`config.mk`:
```
export PLATFORM = sky130hd
export DESIGN_NAME = alu_issue
export DESIGN_NICKNAME = d
export VERILOG_FILES = /design/src/rtl/alu_pkg.sv /design/src/rtl/alu_issue_decode.sv /design/src/rtl/alu_issue.sv
export SDC_FILE = /design/constraint.sdc
export NUM_CORES = 1
export LEC_CHECK = 0
export ABC_AREA = 1
export BUFFER_PORTS_ARGS = -buffer_cell sky130_fd_sc_hd__buf_4
export CORE_AREA = 2 2 117 119
export CTS_CLUSTER_SIZE = 14
export DETAILED_ROUTE_END_ITERATION = 8
export DIE_AREA = 0 0 119 121
export GPL_ROUTABILITY_DRIVEN = 0
export GPL_TIMING_DRIVEN = 0
export PLACE_DENSITY = 0.76
export SYNTH_ARGS = -nofsm -noshare
export SYNTH_HDL_FRONTEND = slang
export SYNTH_HIERARCHICAL = 1
export SYNTH_SLANG_ARGS = --single-unit
```
`constraint.sdc`:
```
create_clock -name clk -period 4.3 [get_ports clk]
set_clock_uncertainty 0.1 [all_clocks]
set_input_delay 0.43 -clock clk [delete_from_list [all_inputs] [get_ports clk]]
set_output_delay 0.43 -clock clk [all_outputs]
set_load 0.02 [all_outputs]
```
`src/rtl/alu_pkg.sv`:
```
// Shared constants for the ALU issue stage.
// ALU op codes, RV32I opcode/funct3 values, FSM states, decode bundle.
package alu_pkg;

  localparam logic [3:0] OP_AND   = 4'b0000;
  localparam logic [3:0] OP_OR    = 4'b0001;
  localparam logic [3:0] OP_SUM   = 4'b0010;
  localparam logic [3:0] OP_EQUAL = 4'b0011;
  localparam logic [3:0] OP_SLL   = 4'b0100;
  localparam logic [3:0] OP_SRL   = 4'b0101;
  localparam logic [3:0] OP_SRA   = 4'b0111;
  localparam logic [3:0] OP_XOR   = 4'b1000;
  localparam logic [3:0] OP_NOR   = 4'b1001;
  localparam logic [3:0] OP_SUB   = 4'b1010;
  localparam logic [3:0] OP_GE    = 4'b1100;
  localparam logic [3:0] OP_GEU   = 4'b1101;
  localparam logic [3:0] OP_SLT   = 4'b1110;
  localparam logic [3:0] OP_SLTU  = 4'b1111;

  localparam logic [6:0] OPC_OP     = 7'b0110011;
  localparam logic [6:0] OPC_IMM    = 7'b0010011;
  localparam logic [6:0] OPC_LOAD   = 7'b0000011;
  localparam logic [6:0] OPC_STORE  = 7'b0100011;
  localparam logic [6:0] OPC_LUI    = 7'b0110111;
  localparam logic [6:0] OPC_AUIPC  = 7'b0010111;
  localparam logic [6:0] OPC_BRANCH = 7'b1100011;

  localparam logic [2:0] F3_ADD  = 3'b000;
  localparam logic [2:0] F3_SLL  = 3'b001;
  localparam logic [2:0] F3_SLT  = 3'b010;
  localparam logic [2:0] F3_SLTU = 3'b011;
  localparam logic [2:0] F3_XOR  = 3'b100;
  localparam logic [2:0] F3_SR   = 3'b101;
  localparam logic [2:0] F3_OR   = 3'b110;
  localparam logic [2:0] F3_AND  = 3'b111;

  localparam logic [2:0] F3_BEQ  = 3'b000;
  localparam logic [2:0] F3_BNE  = 3'b001;
  localparam logic [2:0] F3_BLT  = 3'b100;
  localparam logic [2:0] F3_BGE  = 3'b101;
  localparam logic [2:0] F3_BLTU = 3'b110;
  localparam logic [2:0] F3_BGEU = 3'b111;

  typedef enum logic [1:0] {
    S_IDLE = 2'd0,
    S_EXEC = 2'd1,
    S_DONE = 2'd2
  } state_t;

  typedef enum logic [1:0] {
    A_REG  = 2'd0,
    A_ZERO = 2'd1,
    A_PC   = 2'd2
  } a_sel_t;

  typedef enum logic [1:0] {
    B_REG   = 2'd0,
    B_IMM   = 2'd1,
    B_SHAMT = 2'd2
  } b_sel_t;

  typedef struct packed {
    logic [3:0] op;
    a_sel_t     a_sel;
    b_sel_t     b_sel;
    logic       is_branch;
    logic       br_on_zero;
    logic       illegal;
  } dec_t;

  // funct3 (+alt bit for SUB/SRA) to ALU op for OP / OP-IMM
  function automatic logic [3:0] arith_op(
    input logic [2:0] f3,
    input logic       alt
  );
    logic [3:0] op;
    case (f3)
      F3_ADD:  op = alt ? OP_SUB : OP_SUM;
      F3_SLL:  op = OP_SLL;
      F3_SLT:  op = OP_SLT;
      F3_SLTU: op = OP_SLTU;
      F3_XOR:  op = OP_XOR;
      F3_SR:   op = alt ? OP_SRA : OP_SRL;
      F3_OR:   op = OP_OR;
      default: op = OP_AND;
    endcase
    return op;
  endfunction

endpackage

```
`src/rtl/alu_issue_decode.sv`:
```
// Combinational RV32I decode into ALU op, operand selects,
// branch polarity and illegal flag.
module alu_issue_decode
  import alu_pkg::*;
(
  input  logic [31:0] instr,
  output dec_t        dec
);

  logic [6:0] opc;
  logic [2:0] f3;
  logic [6:0] f7;
  logic       unused_fields;

  assign opc = instr[6:0];
  assign f3  = instr[14:12];
  assign f7  = instr[31:25];
  assign unused_fields = ^{instr[24:15], instr[11:7]};

  // Illegal encodings fall through as SUM of rs1 and rs2.
  always_comb begin
    dec = '{op: OP_SUM, a_sel: A_REG, b_sel: B_REG,
            is_branch: 1'b0, br_on_zero: 1'b0,
            illegal: 1'b1};
    case (opc)
      OPC_OP: begin
        if (f7 == 7'b0000000 ||
            (f7 == 7'b0100000 &&
             (f3 == F3_ADD || f3 == F3_SR))) begin
          dec.op      = arith_op(f3, f7[5]);
          dec.illegal = 1'b0;
        end
      end
      OPC_IMM: begin
        dec.op = arith_op(f3, f3 == F3_SR && instr[30]);
        dec.b_sel = (f3 == F3_SLL || f3 == F3_SR) ?
                    B_SHAMT : B_IMM;
        dec.illegal = 1'b0;
      end
      OPC_LOAD: begin
        if (f3 inside {3'b000, 3'b001, 3'b010,
                       3'b100, 3'b101}) begin
          dec.b_sel   = B_IMM;
          dec.illegal = 1'b0;
        end
      end
      OPC_STORE: begin
        if (f3 inside {3'b000, 3'b001, 3'b010}) begin
          dec.b_sel   = B_IMM;
          dec.illegal = 1'b0;
        end
      end
      OPC_LUI: begin
        dec.a_sel   = A_ZERO;
        dec.b_sel   = B_IMM;
        dec.illegal = 1'b0;
      end
      OPC_AUIPC: begin
        dec.a_sel   = A_PC;
        dec.b_sel   = B_IMM;
        dec.illegal = 1'b0;
      end
      OPC_BRANCH: begin
        if (f3 != 3'b010 && f3 != 3'b011) begin
          dec.is_branch = 1'b1;
          dec.illegal   = 1'b0;
          case (f3)
            F3_BEQ: begin
              dec.op         = OP_SUB;
              dec.br_on_zero = 1'b1;
            end
            F3_BNE:  dec.op = OP_SUB;
            F3_BLT:  dec.op = OP_SLT;
            F3_BGE:  dec.op = OP_GE;
            F3_BLTU: dec.op = OP_SLTU;
            default: dec.op = OP_GEU;
          endcase
        end
      end
      default: ;
    endcase
  end

endmodule

```
`src/rtl/alu_issue.sv`:
```
// Issue stage: registers decoded op/operands onto the ALU, captures
// result and branch outcome. Optional: ALU_ISSUE_ILLEGAL_EN.
module alu_issue
  import alu_pkg::*;
(
  input  logic        clk,
  input  logic        rst,
  input  logic        in_valid_i,
  output logic        in_ready_o,
  input  logic [31:0] instr_i,
  input  logic [31:0] rs1_i,
  input  logic [31:0] rs2_i,
  input  logic [31:0] imm_i,
  input  logic [31:0] pc_i,
  output logic [3:0]  ALU_OP_o,
  output logic [31:0] ALU_RS1_o,
  output logic [31:0] ALU_RS2_o,
  input  logic [31:0] ALU_RD_i,
  input  logic        ALU_ZR_i,
  output logic        out_valid_o,
  input  logic        out_ready_i,
  output logic [31:0] result_o,
  output logic        branch_taken_o,
  output logic        illegal_o
);

  state_t      state;
  state_t      state_nx;
  dec_t        dec;
  logic        accept;
  logic [31:0] a_val;
  logic [31:0] b_val;
  logic        br_q;
  logic        on_zero_q;
  logic        taken;
`ifdef ALU_ISSUE_ILLEGAL_EN
  logic        ill_q;
`endif

  alu_issue_decode u_dec (
    .instr (instr_i),
    .dec   (dec)
  );

  assign in_ready_o  = (state == S_IDLE) ||
                       (state == S_DONE && out_ready_i);
  assign accept      = in_valid_i & in_ready_o;
  assign out_valid_o = (state == S_DONE);
  assign taken       = br_q &
                       (on_zero_q ? ALU_ZR_i : !ALU_ZR_i);

  // Next state: DONE may chain straight into EXEC.
  always_comb begin
    state_nx = state;
    case (state)
      S_IDLE: if (accept) state_nx = S_EXEC;
      S_EXEC: state_nx = S_DONE;
      S_DONE: begin
        if (out_ready_i)
          state_nx = accept ? S_EXEC : S_IDLE;
      end
      default: state_nx = S_IDLE;
    endcase
  end

  // State register.
  always_ff @(posedge clk) begin
    if (rst) state <= S_IDLE;
    else     state <= state_nx;
  end

  // Operand muxing from decoder selects.
  always_comb begin
    a_val = rs1_i;
    b_val = rs2_i;
    case (dec.a_sel)
      A_ZERO:  a_val = '0;
      A_PC:    a_val = pc_i;
      default: ;
    endcase
    case (dec.b_sel)
      B_IMM:   b_val = imm_i;
      B_SHAMT: b_val = {27'd0, imm_i[4:0]};
      default: ;
    endcase
  end

  // ALU inputs and branch info latched only on accept.
  always_ff @(posedge clk) begin
    if (rst) begin
      ALU_OP_o  <= OP_AND;
      ALU_RS1_o <= '0;
      ALU_RS2_o <= '0;
      br_q      <= 1'b0;
      on_zero_q <= 1'b0;
`ifdef ALU_ISSUE_ILLEGAL_EN
      ill_q     <= 1'b0;
`endif
    end else if (accept) begin
      ALU_OP_o  <= dec.op;
      ALU_RS1_o <= a_val;
      ALU_RS2_o <= b_val;
      br_q      <= dec.is_branch;
      on_zero_q <= dec.br_on_zero;
`ifdef ALU_ISSUE_ILLEGAL_EN
      ill_q     <= dec.illegal;
`endif
    end
  end

  // Result capture at the end of EXEC; held through DONE.
  always_ff @(posedge clk) begin
    if (rst) begin
      result_o       <= '0;
      branch_taken_o <= 1'b0;
`ifdef ALU_ISSUE_ILLEGAL_EN
      illegal_o      <= 1'b0;
`endif
    end else if (state == S_EXEC) begin
`ifdef ALU_ISSUE_ILLEGAL_EN
      result_o       <= ill_q ? 32'd0 : ALU_RD_i;
      branch_taken_o <= taken & !ill_q;
      illegal_o      <= ill_q;
`else
      result_o       <= ALU_RD_i;
      branch_taken_o <= taken;
`endif
    end
  end

`ifndef ALU_ISSUE_ILLEGAL_EN
  assign illegal_o = 1'b0;
`endif

endmodule

```
# Word-level counts from Yosys, hierarchy flattened
# Cells that the tools add are included.
dict set report word_totals {
  output_inout_bits 104
  register_bits 105
  in_bits 197
}
dict set report classes {
  n_bitwise 2
  n_eq_ne 24
  reduce_logical 17
  mux 25
}
# operator count
set ops {}
lappend ops {{one-hot mux 32 bit (2 select lines)} 2}
lappend ops {{one-hot mux 4 bit (7 select lines)} 2}
lappend ops {{== test 7 x 6 -> 1 bit, second input constant} 4}
lappend ops {{two-way mux 4 bit} 4}
lappend ops {{== test 7 x 5 -> 1 bit, second input constant} 2}
lappend ops {{two-way mux 2 bit} 6}
lappend ops {{one-hot mux 3 bit (4 select lines)} 1}
lappend ops {{one-hot mux 4 bit (3 select lines)} 1}
lappend ops {{== test 3 bit, second input constant} 3}
lappend ops {{one-hot mux 2 bit (4 select lines)} 1}
lappend ops {{== test 7 x 2 -> 1 bit, second input constant} 1}
lappend ops {{== test 7 bit, second input constant} 1}
lappend ops {{zero test 7 bit} 1}
lappend ops {{== test 2 x 1 -> 1 bit, second input constant} 3}
lappend ops {{== test 2 bit, second input constant} 3}
lappend ops {{== test 3 x 2 -> 1 bit, second input constant} 2}
lappend ops {{!= test 3 x 2 -> 1 bit, second input constant} 2}
lappend ops {{one-hot mux 2 bit (3 select lines)} 1}
lappend ops {{two-way mux 1 bit} 5}
lappend ops {{nonzero test 5 bit} 1}
lappend ops {{logical AND 1 bit} 4}
lappend ops {{logical OR 1 bit} 4}
lappend ops {{one-hot mux 2 bit (2 select lines)} 1}
lappend ops {{OR reduction 2 bit} 2}
lappend ops {{10 further kinds} 11}

# Logic depth before layout (Yosys ltp)
# Gate-level depths: netlist of the first run.
dict set report logic_depth {
  word_depth 7
  ltp_mapped 15
  ltp_nobuf 14
}

# Hierarchy
# The synthesis of the first run kept the hierarchy.
# module area_per_inst_um2 cells_per_inst n_inst
set modules_own_cells {}
lappend modules_own_cells {alu_issue 4991.0 831 1}
lappend modules_own_cells {alu_issue_decode 485.5 104 1}

# Worst setup path after synthesis of the first run
# OpenSTA, ideal clock, no wires.
dict set report synth_path {
  kind {input -> register}
  startpoint {in instr_i[3]}
  endpoint {reg ALU_RS2_o[11]}
  stages 13
  path_buffers 1
  path_slack_ns 2.115
  setup_time_ns 0.064
  required_ns 4.136
  t_arrival_ns 2.021
  cell_sequence {nor2_1 -> nand2_4 -> nor2_1 -> nand3_1 -> nand4_1 -> inv_1 -> ha_1 -> nor2_2 -> buf_2 -> nand2_1 -> nand2_1 -> nor2_1 -> nor2_1}
}
# element line
set synth_lines {}
lappend synth_lines {{start, declared} alu_issue.sv:10} ;# input logic [31:0] instr_i,
lappend synth_lines {{end signal, assigned} alu_issue.sv:102} ;# ALU_RS2_o <= b_val;
lappend synth_lines {{end, declared} alu_issue.sv:17} ;# output logic [31:0] ALU_RS2_o,

==> flow_summary.ini, run 1 <==
[clock_tree]
insertion_delay_ns = 0.34
postCtsSetupBuffers = 0
cts.htree.levels = 3
cts_buffer_depth = 2
cts_hold_buf = 0
worst_setup_hold_path_clk_slew_ns = 0.07
cts_sinks = 105
cts_made_buffers = 9
cts_resized = 0
cts_root_buf = clkbuf_16
cts_tree = built

[placed_design]
port_buffers = 283
dp_hpwl_um = 13800

[sta]
setup_viol = 0
maxSlewHeadroom_pct = 58.1
rsz0062_at_grt = false
clock.fmax_mhz = 417
fin_setup_tns_ns = 0
period_minus_slack_ns = 2.40
finalHoldViolations = 0
slew_viol_final = 0
tightest_slew_ns = 0.628
fin_crit_sh_pct = 55.7

[grt]
antenna_found_initial = 0
grt_util_met1_pct = 26.4
grt_first_pass_wirelength_um = 27500
track_usage_pct = 23.8
met3_usage_pct = 7.57
grt_remaining_overflow = 0
grt_max_degree = 16
grt_pass1_vias = 5862
met2_usage_pct = 42.3
grt.busiest_layer = met2

[pwr]
peakVddDrop_mv = 0.240
p_per_area_mw_per_mm2 = 316
leakage_nw = 4.54

[route]
drt-total-wl_um = 17400
vias_per_cell = 4.44
drtIter0Drc = 306
first_pass_iters = 5
drc_errors = 0
ant_nets = 0
vias = 6188
routedWlPerCell_um = 12.5

[final_layout]
nNetsFinal = 1414
final_util_pct = 61.4
area_delta_synth_final_pct = 48.5
n_antenna_cell = 0
drive_gt1_share_pct = 28.4

[die]
dieArea_mm2 = 0.0144
die_w_um = 119
fp.dieH_um = 121
num_rows = 42
coreArea_mm2 = 0.0131
io_pins = 301
initial_core_util_pct = 41.4

[yosys]
syn_inst = 920
postSynthAreaPerCell_um2 = 5.89
synthesis.nets = 1120
netlist_area_mm2 = 0.00542
yosys_warnings = 6

[worst_hold_path]
holdCritPathClass = input port to flip-flop

[flow_run]
drv_cap = 0

[critical_path]
end_kind = flip-flop
cp_data_arrival_time_ns = 2.58
cp.required_ns = 4.48
crit_type = input port to flip-flop
crit_fanout = 10
startpoint_type = input port

[outcome]
status = finished clean
## cells in the final DEF, fill, tap and decap left out
cell type	n
a21oi_1	4
buf_1	2
buf_2	19
buf_4	292
buf_6	3
bufinv_16	1
clkbuf_1	17
clkbuf_16	9
clkinv_2	1
clkinvlp_4	1
conb_1	1
dfxtp_1	105
ha_1	3
inv_1	100
inv_2	4
nand2_1	360
nand2_2	2
nand2_4	1
nand3_1	11
nand3_2	3
nand4_1	3
nor2_1	226
nor2_2	6
nor2_4	3
nor3_1	1
o21ai_0	33
o21ai_1	6
or2_2	1
## flip-flops by register name (all words and copies together) (netlist names)
signal and count:
result_o 32, ALU_OP_o 4, state 2, ALU_RS2_o 32, on_zero_q 1, ALU_RS1_o 32, br_q 1, branch_taken_o 1
## critical path, cell delays in order
cell     delay (ns)
buf_4          0.11
nor2_1         0.17
nand2_4        0.11
nor2_4         0.16
nand2_1        0.07
nand4_1        0.14
inv_1          0.06
ha_1           0.32
nor2_2         0.37
buf_2          0.32
nand2_1        0.07
nand2_1        0.08
nor2_1         0.04
nor2_1         0.10
## worst paths after layout
| path | from | to | slack [ns] | depth (start not counted) |
|---|---|---|---|---|
| setup / recovery | instr_i[3] | ALU_RS2_o[29]$_SDFFE_PP0P_ | 1.90 | 14 |
| setup reg to reg | state[1]$_SDFFE_PP0P_ | ALU_RS1_o[3]$_SDFFE_PP0P_ | 2.92 | 7 |
| hold / removal | rst | state[0]$_SDFFE_PP0P_ | 0.15 | 2 |
| hold reg to reg | result_o[18]$_SDFFE_PP0N_ | result_o[18]$_SDFFE_PP0N_ | 0.41 | 2 |
## routing by layer
metal	part of all wire (%)	vias to the layer above
met1	40	2651
li1	-	3280
met2	48	232
met3	9.6	25
met4	2.4	0
met5	0	-
## area by class of cell
class	count	area, µm²
buffer	47	256
clock buffer	12	236
clock inverter	3	42.5
fill	1310	5050
inverter	104	390
multi-input combinational	664	2670
sequential	105	2100
tap	176	220
timing repair buffer	283	2120
## report_power, final
part | internal (W) | total [W] | leakage (nW) | switching [W]
combinational | 0.000299 | 0.000646 | 3.54 | 0.000347
clock | 0.000448 | 0.000799 | 0.133 | 0.000351
sequential | 0.00105 | 0.00110 | 0.868 | 0.0000430
total | 0.00180 | 0.00254 | 4.54 | 0.000741
## stage by stage
step           worst slack, ns  instances  cell area [µm²]  power, W  hold WS [ns]
4_1_cts                   1.92       1394             8040   0.00257         0.133
5_1_grt                   1.74       1394             8040   0.00267         0.151
2_1_floorplan             2.12        920             5420   0.00144         0.359
3_3_place_gp              1.57       1379             7760   0.00176         0.378
3_5_place_dp              1.56       1379             7760   0.00177         0.388
6_report                  1.90       1394             8040   0.00254         0.146
Power figures use the tool's default switching activity.
==> run 2, diff against run 1 <==
==> constraint.sdc (replaced) <==
create_clock -name clk -period 2.4 [get_ports clk]
set_clock_uncertainty 0.1 [all_clocks]
set_input_delay 0.24 -clock clk [delete_from_list [all_inputs] [get_ports clk]]
set_output_delay 0.24 -clock clk [all_outputs]
set_load 0.02 [all_outputs]
==> flow_summary.ini, run 2 (synthesized netlist as in run 1, its figures left out) <==
[outcome]
status = finished clean

[sta]
tightest_slew_ns = 0.610
period_minus_slack_ns = 2.22
fin_hold_ws_ns = 0.0142
rsz0062_at_grt = false
finalHoldViolations = 0
slew_viol_final = 0
clock.fmax_mhz = 450
setup_viol = 0
fin_crit_sh_pct = 92.6
maxSlewHeadroom_pct = 59.4

[worst_hold_path]
worstHoldStart = ALU_RD_i[13]
hold_path_end = result_o[13]$_SDFFE_PP0N_
holdCritPathClass = input port to flip-flop
min_path_cells = 3

[pwr]
peakVddDrop_mv = 0.430
leakage_nw = 4.55
p_per_area_mw_per_mm2 = 565

[die]
fp.dieH_um = 121
coreArea_mm2 = 0.0131
die_w_um = 119
initial_core_util_pct = 41.4
num_rows = 42
io_pins = 301
dieArea_mm2 = 0.0144

[final_layout]
area_delta_synth_final_pct = 49.2
fin_area_mm2 = 0.00808
nNetsFinal = 1418
multi_input_area_mm2 = 0.00267
final_cell_mix = nand2_1, buf_4, nor2_1
fill_cells = 1301
final_common_cell = nand2_1
drive_gt1_share_pct = 28.3
top_regs = ALU_RS1_o (32), ALU_RS2_o (32), result_o (32)
n_antenna_cell = 0
regArea_mm2 = 0.00210

[critical_path]
r2r_slack_ns = 1.01
crit_fanout = 10
startpoint_type = input port
cp.required_ns = 2.58
cp_data_arrival_time_ns = 2.40
crit-reg2reg-capture = ALU_RS2_o[30]$_SDFFE_PP0P_
worst_r2r_path_depth = 7
r2r_start = state[1]$_SDFFE_PP0P_
crit_type = input port to flip-flop
end_kind = flip-flop

[route]
drt-total-wl_um = 17500
first_pass_iters = 5
drc_errors = 0
vias_per_cell = 4.45
routedWlPerCell_um = 12.5
drtIter0Drc = 258
ant_nets = 0
vias = 6221

[clock_tree]
cts_buffer_depth = 2
cts_sinks = 105
cts_tree = built
postCtsSetupBuffers = 0
worst_setup_hold_path_clk_slew_ns = 0.07
cts_made_buffers = 9
cts.htree.levels = 3
cts_root_buf = clkbuf_16
insertion_delay_ns = 0.34

[grt]
grt_pass1_vias = 5903
grt_remaining_overflow = 0
track_usage_pct = 23.9
grt_max_degree = 16
grt_first_pass_wirelength_um = 27600
antenna_found_initial = 0

[flow_run]
drv_cap = 0

[placed_design]
port_buffers = 283
dp_hpwl_um = 13800
place_area_mm2 = 0.00776
run 2: cell count changes in the layout (fill, tap and decap cells not counted), sizes merged:
| cell | delta |
|---|---|
| dlygate4sd3 | +4 |
run 2: power by group:
group / internal (W) / total (W) / switching, W
Sequential: 0.00189 / 0.00196 / 0.0000769
Combinational: 0.000539 / 0.00116 / 0.000625
Clock: 0.000804 / 0.00144 / 0.000633
run 2: stage by stage:
step / utilization [%] / std cells / setup TNS [ns] / worst slack (ns) / total power (W)
3_3_place_gp: 59.3 / 1379 / -1.93 / -0.138 / 0.00315
2_1_floorplan: - / 920 / 0 / 0.411 / 0.00259
6_report: 61.7 / 1398 / 0 / 0.178 / 0.00456
5_1_grt: 61.7 / 1398 / 0 / 0.0250 / 0.00480
4_1_cts: 61.7 / 1398 / 0 / 0.210 / 0.00461
3_5_place_dp: 59.3 / 1379 / -2.05 / -0.147 / 0.00316
run 2: cell type report:
class,instances,area share [%]
Timing Repair Buffer,287,26.8
Clock buffer,12,2.93
Multi-Input combinational cell,664,33.0
Tap cell,176,2.73
Sequential cell,105,26.0
Buffer,47,3.17
Clock inverter,3,0.527
Inverter,104,4.83
run 2: how the worst max path moves through the flow:
stage / from / end / slack, ns / cells past startpoint
after floorplan: instr_i[3] / ALU_RS2_o[11]$_SDFFE_PP0P_ / 0.41 / 13
after global placement: instr_i[3] / ALU_RS2_o[28]$_SDFFE_PP0P_ / -0.14 / 14
after detailed placement: instr_i[3] / ALU_RS2_o[28]$_SDFFE_PP0P_ / -0.15 / 14
after CTS: instr_i[3] / ALU_RS2_o[29]$_SDFFE_PP0P_ / 0.21 / 14
after global routing: instr_i[3] / ALU_RS2_o[28]$_SDFFE_PP0P_ / 0.03 / 14
final: instr_i[3] / ALU_RS2_o[29]$_SDFFE_PP0P_ / 0.18 / 14
run 2: routing by layer:
layer  vias to the layer above  share of wire (%)  global-route usage [%]
met4                         0                2.4                    9.23
met3                        25                9.7                    7.71
li1                       3287                  -                       -
met5                         -                  0                       0
met1                      2675                 40                    26.4
met2                       234                 48                    42.6
run 2: timing repair:
action	in CTS	in global routing
hold endpoints to repair	4	0
gates resized for setup	0	0
hold buffers	4	0
run 2: critical path, stage by stage:
cell and delay, ns:
buf_4 0.11, nor2_1 0.17, nand2_4 0.11, nor2_4 0.16, nand2_1 0.07, nand4_1 0.15
inv_1 0.06, ha_1 0.32, nor2_2 0.38, buf_2 0.32, nand2_1 0.07, nand2_1 0.08
nor2_1 0.04, nor2_1 0.10
